**src/rtl/sync_fifo_flags.sv**
```systemverilog
// Single-clock FIFO with a registered read port, occupancy count and status flags.
// All DEPTH entries are usable; full and empty are told apart by the separate count register.
module sync_fifo_flags #(
   parameter int DATA_W    = 8,
   parameter int ADDR_W    = 8,
   parameter int AE_THRESH = 8,
   parameter int AF_THRESH = 248
) (
   input  logic              clk,
   input  logic              rst,
   input  logic              w_en,
   input  logic [DATA_W-1:0] data_in,
   input  logic              r_en,
   output logic [DATA_W-1:0] data_out,
   output logic              r_valid,
   output logic [ADDR_W:0]   count,
   output logic              full_flag,
   output logic              empty_flag,
   output logic              almost_full,
   output logic              almost_empty,
   output logic              half_flag,
   output logic              overflow,
   output logic              underflow
);

   localparam int DEPTH = 2 ** ADDR_W;
   localparam logic [ADDR_W:0] DEPTH_C = (ADDR_W + 1)'(DEPTH);
   localparam logic [ADDR_W:0] HALF_C  = (ADDR_W + 1)'(DEPTH / 2);
   localparam logic [ADDR_W:0] AE_C    = (ADDR_W + 1)'(AE_THRESH);
   localparam logic [ADDR_W:0] AF_C    = (ADDR_W + 1)'(AF_THRESH);

   logic [DATA_W-1:0] mem [DEPTH];

   logic [ADDR_W-1:0] w_ptr_q, w_ptr_d;
   logic [ADDR_W-1:0] r_ptr_q, r_ptr_d;
   logic [ADDR_W:0]   count_q, count_d;
   logic [DATA_W-1:0] data_out_q, data_out_d;
   logic              r_valid_q, r_valid_d;
   logic              overflow_q, overflow_d;
   logic              underflow_q, underflow_d;
   logic              wa, ra;

   // Flags are pure decodes of the registered occupancy.
   assign full_flag    = (count_q == DEPTH_C);
   assign empty_flag   = (count_q == '0);
   assign almost_full  = (count_q >= AF_C);
   assign almost_empty = (count_q <= AE_C);
   assign half_flag    = (count_q >= HALF_C);

   assign data_out  = data_out_q;
   assign r_valid   = r_valid_q;
   assign count     = count_q;
   assign overflow  = overflow_q;
   assign underflow = underflow_q;

   always_comb begin
      wa          = w_en & ~full_flag;
      ra          = r_en & ~empty_flag;
      w_ptr_d     = wa ? w_ptr_q + 1'b1 : w_ptr_q;
      r_ptr_d     = ra ? r_ptr_q + 1'b1 : r_ptr_q;
      data_out_d  = ra ? mem[r_ptr_q] : data_out_q;
      r_valid_d   = ra;
      overflow_d  = w_en & full_flag;
      underflow_d = r_en & empty_flag;
      count_d     = count_q;
      case ({wa, ra})
         2'b10:   count_d = count_q + 1'b1;
         2'b01:   count_d = count_q - 1'b1;
         default: count_d = count_q;
      endcase
   end

   always_ff @(posedge clk) begin
      if (rst) begin
         w_ptr_q     <= '0;
         r_ptr_q     <= '0;
         count_q     <= '0;
         data_out_q  <= '0;
         r_valid_q   <= 1'b0;
         overflow_q  <= 1'b0;
         underflow_q <= 1'b0;
      end else begin
         w_ptr_q     <= w_ptr_d;
         r_ptr_q     <= r_ptr_d;
         count_q     <= count_d;
         data_out_q  <= data_out_d;
         r_valid_q   <= r_valid_d;
         overflow_q  <= overflow_d;
         underflow_q <= underflow_d;
      end
   end

   // Storage is not reset; a write coinciding with rst is dropped.
   always_ff @(posedge clk) begin
      if (!rst && wa) begin
         mem[w_ptr_q] <= data_in;
      end
   end

endmodule
```
**config.mk**
```make
export PLATFORM = sky130hd
export DESIGN_NAME = sync_fifo_flags
export DESIGN_NICKNAME = d
export VERILOG_FILES = /design/src/rtl/sync_fifo_flags.sv
export SDC_FILE = /design/constraint.sdc
export NUM_CORES = 2
export LEC_CHECK = 0
export CAP_MARGIN = 30
export CORE_MARGIN = 3
export CORE_UTILIZATION = 45
export CTS_BUF_LIST = sky130_fd_sc_hd__clkbuf_16
export DETAILED_ROUTE_END_ITERATION = 8
export HOLD_SLACK_MARGIN = 0.03
export MAX_ROUTING_LAYER = met4
export PLACE_DENSITY_LB_ADDON = 0.08
export REMOVE_ABC_BUFFERS = 1
export SYNTH_ARGS = -nofsm -noshare
export SYNTH_HDL_FRONTEND = slang
export SYNTH_SLANG_ARGS = --single-unit
```
**constraint.sdc**
```tcl
create_clock -name clk -period 5.2 [get_ports clk]
set_input_delay 1.3 -clock clk [delete_from_list [all_inputs] [get_ports clk]]
set_output_delay 1.3 -clock clk [all_outputs]
set_load 0.01 [all_outputs]
```
==> metrics <==
CP Capture Type=flop; overflow left after global routing=0; violation count after the first detailed-route iteration=about 4700; Internal Dissipation=approximately 30000 uW; count of buffers added by post-CTS timing repair for setup=0; Initial Util=about 45%; power after layout=40300 uW; number of buffers created by CTS=213; number of vias per cell=between 6 and 7; Max Cap Viol=0; share of layout cells above drive strength 1=26.9%; DPL Wire Length=141 mm; final period demand of the worst path=4.43 ns; floorplan core area=~180000 sq um; quantity of hold-fixing buffers added after cts=0; Routed WL per cell=about 34 um; post-CTS sizing=0; library cells used by synthesis=between 70 and 80; combinational share of power=between 10% and 20%; mean area per synthesized cell=21.0 sq um; length of routed wiring on met1=slightly above 100 mm; Yosys reg bits=approximately 2100; setup repair after global routing missed its margin=no; switching power=about 10000 uW; routed vias=40900; biggest area consumer among synthesized cells=sky130_fd_sc_hd__edfxtp_1; pin count of the biggest net entering global routing=about 110; count of port buffers added during placement=36; part of the cycle the worst path needs=a little under nine tenths; site row count=155; total leakage power=between 0.02 and 0.03 uW; ys async rst share=0%; crit path DAT=roughly 5.2 ns; clock latency on the worst-skew pair=0.84 ns; switching part of the total=about a quarter; Yosys warnings=0; CP Data Required Time=5.97 ns; number of flops mapped to enable cells by yosys=a little over 2000; first-pass detailed-route iteration total=7; worst hold-check path type=flop to flop; part of the power in registers=a little under half; die outline height=roughly 430 um; final number of setup-violating endpoints=0; crit-path max FO=9; Worst Tran Pin Value=approximately 1.0 ns; worst clock skew=0.0260 ns; class of the most critical setup path=flop to flop; worst-case vdd ir drop=between 300 and 400 uV; vias in the first global route=between 40000 and 50000; number of antenna violations at the first check in global routing=12; pre-CTS WS=~0.48 ns; area growth from synthesis to final layout=14.2%; CTS tree=built; top achievable clock speed=between 0.2 and 0.25 GHz; Die Width=between 400 and 500 um; ranking of synthesized cells by area=sky130_fd_sc_hd__edfxtp_1 (75%), sky130_fd_sc_hd__mux4_2 (14%), sky130_fd_sc_hd__mux2i_1 (1.8%); remaining antenna violation count=0; power density over the cells=roughly 430 nW/um^2; weighted congestion at the end of routability-driven global placement=~0.84; Clock Pin Slew Worst Setup and Hold Paths=0.06 ns; result of the run=complete, no violations; Synth Cell Area=81500 sq um; gr usage total=25.4%; sequential area share after synthesis=between 70% and 80%; startpoint type of the worst setup path=flop; post-detailed-routing wire length=approximately 230 mm; Met2 Routed Length=107 mm; leading cell types in the layout, fill and taps excluded=sky130_fd_sc_hd__edfxtp_1 (2048), sky130_fd_sc_hd__mux4_2 (504), sky130_fd_sc_hd__nor2_1 (313); Top Metal Used=met4; post-synthesis cell count=3887; Post-Route Hold Slack=between 0.5 and 0.6 ns; global-route wire length before repair=around 320 mm; Top-Level Pins=37; slack of the critical path=between 0.7 and 0.8 ns; total clock sinks=2084; part of the total power dissipated in the clock network=a little under two fifths; count of final hold-check violations=0; length of routed met3 wiring=15.3 mm; Die ar.=186000 sq um; most common cell after layout, fill and taps aside=sky130_fd_sc_hd__edfxtp_1; fraction of post-synthesis cell area in the top cell type by area=between 70% and 80%; normalized max-slew margin=around 30%; DRC Markers=0; Final Slew Violations=0; net count reported at finish=4240; clock tree root buffer cell=sky130_fd_sc_hd__clkbuf_16; deepest clock path buffer count=3; top_reg_cell synth=sky130_fd_sc_hd__edfxtp_1; CTS HTree Levels=4
[registers in the layout, summed over array words and instances, names as in the netlist]
register	flops
count	9
data_out	8
mem	2048
overflow	1
r_ptr_q	8
r_valid	1
underflow	1
w_ptr_q	8
[Yosys cell counts, types with 10 or more instances]
cell type,instances
sky130_fd_sc_hd__o21ai_0,29
sky130_fd_sc_hd__ha_1,13
sky130_fd_sc_hd__clkbuf_1,79
sky130_fd_sc_hd__buf_6,31
sky130_fd_sc_hd__nor2_1,314
sky130_fd_sc_hd__xnor2_1,13
sky130_fd_sc_hd__a2111oi_0,10
sky130_fd_sc_hd__mux2i_1,146
sky130_fd_sc_hd__a22oi_1,39
sky130_fd_sc_hd__a211oi_1,19
sky130_fd_sc_hd__mux4_2,504
sky130_fd_sc_hd__a221oi_1,20
sky130_fd_sc_hd__nand2_1,126
sky130_fd_sc_hd__o22ai_1,27
sky130_fd_sc_hd__nor2b_1,18
sky130_fd_sc_hd__inv_1,15
sky130_fd_sc_hd__buf_1,21
sky130_fd_sc_hd__nand3_1,15
sky130_fd_sc_hd__a221o_1,10
sky130_fd_sc_hd__nand2_2,12
sky130_fd_sc_hd__a21oi_1,61
sky130_fd_sc_hd__dfxtp_1,36
sky130_fd_sc_hd__o211ai_1,12
sky130_fd_sc_hd__edfxtp_1,2048
sky130_fd_sc_hd__buf_4,37
sky130_fd_sc_hd__nand4_1,10
sky130_fd_sc_hd__buf_2,60
sky130_fd_sc_hd__nor3_1,11
[final timing paths]
| path | from | to | slack [ns] | cells after the start |
|---|---|---|---|---|
| setup / recovery | count[4] | count[8] | 0.77 | 13 |
| hold reg to reg | w_ptr_q[1] | w_ptr_q[1] | 0.55 | 2 |
| setup reg to reg | count[4] | count[8] | 0.77 | 13 |
| hold / removal | w_ptr_q[1] | w_ptr_q[1] | 0.55 | 2 |
[metrics by stage]
| step | instance area (sq um) | setup TNS, ns | std cells | utilization, % |
|---|---|---|---|---|
| floorplan | 80100 | -284.94 | 3657 | - |
| global placement | 86200 | 0 | 6350 | 48.1 |
| detailed placement | 86200 | 0 | 6354 | 48.1 |
| CTS | 93000 | 0 | 6752 | 51.9 |
| global route | 93000 | 0 | 6753 | 51.9 |
| finish | 93000 | 0 | 6753 | 51.9 |
[logic make-up after synthesis]
| logic type | share of synthesized area, % |
|---|---|
| xor gates and xnor gates | 0.215 |
| muxes | 15.9 |
| AOI/OAI and AO/OA | 2.69 |
| adders and majority gates | 0.224 |
| DFF | 76.4 |
| and+or+nand+nor | 2.93 |
| buffers and inverters | 1.72 |
[final cells by class]
cell class                      count  area (sq um)
Fill cell                       14300         86200
Sequential cell                  2084         62200
Multi-Input combinational cell   1557         17900
Clock buffer                      218          5460
Timing Repair Buffer              342          3060
Tap cell                         2355          2950
Clock inverter                    180          1370
Inverter                           16          62.6
Antenna cell                        1          2.50
[routing by layer]
metal | global-route usage, % | up-vias
met2 | 37.8 | 1537
met1 | 37.2 | 22200
li1 | - | 16800
met4 | 6.46 | 0
met5 | - | -
met3 | 4.02 | 306
[worst max-delay path, cell delays in order (launching register included)]
cell,delay [ns]
sky130_fd_sc_hd__dfxtp_1,0.35
sky130_fd_sc_hd__or4_4,0.57
sky130_fd_sc_hd__or4b_1,0.53
sky130_fd_sc_hd__and2_1,0.21
sky130_fd_sc_hd__inv_2,0.14
sky130_fd_sc_hd__ha_1,0.40
sky130_fd_sc_hd__ha_1,0.34
sky130_fd_sc_hd__a21o_1,0.17
sky130_fd_sc_hd__a21oi_1,0.21
sky130_fd_sc_hd__o21bai_1,0.11
sky130_fd_sc_hd__a2111oi_0,0.55
sky130_fd_sc_hd__nor4_1,0.14
sky130_fd_sc_hd__or4_1,0.49
sky130_fd_sc_hd__a21oi_1,0.14
[power by group through the flow]
stage / Combinational, uW / Sequential, uW / Clock (uW)
after floorplan: 4350 / 19400 / 0
after global placement: 6650 / 19100 / 0
after detailed placement: 6650 / 19100 / 0
after CTS: 6670 / 18800 / 15300
after global routing: 6950 / 18800 / 16000
final: 6550 / 18800 / 15000
(Power assumes the default switching activity.)
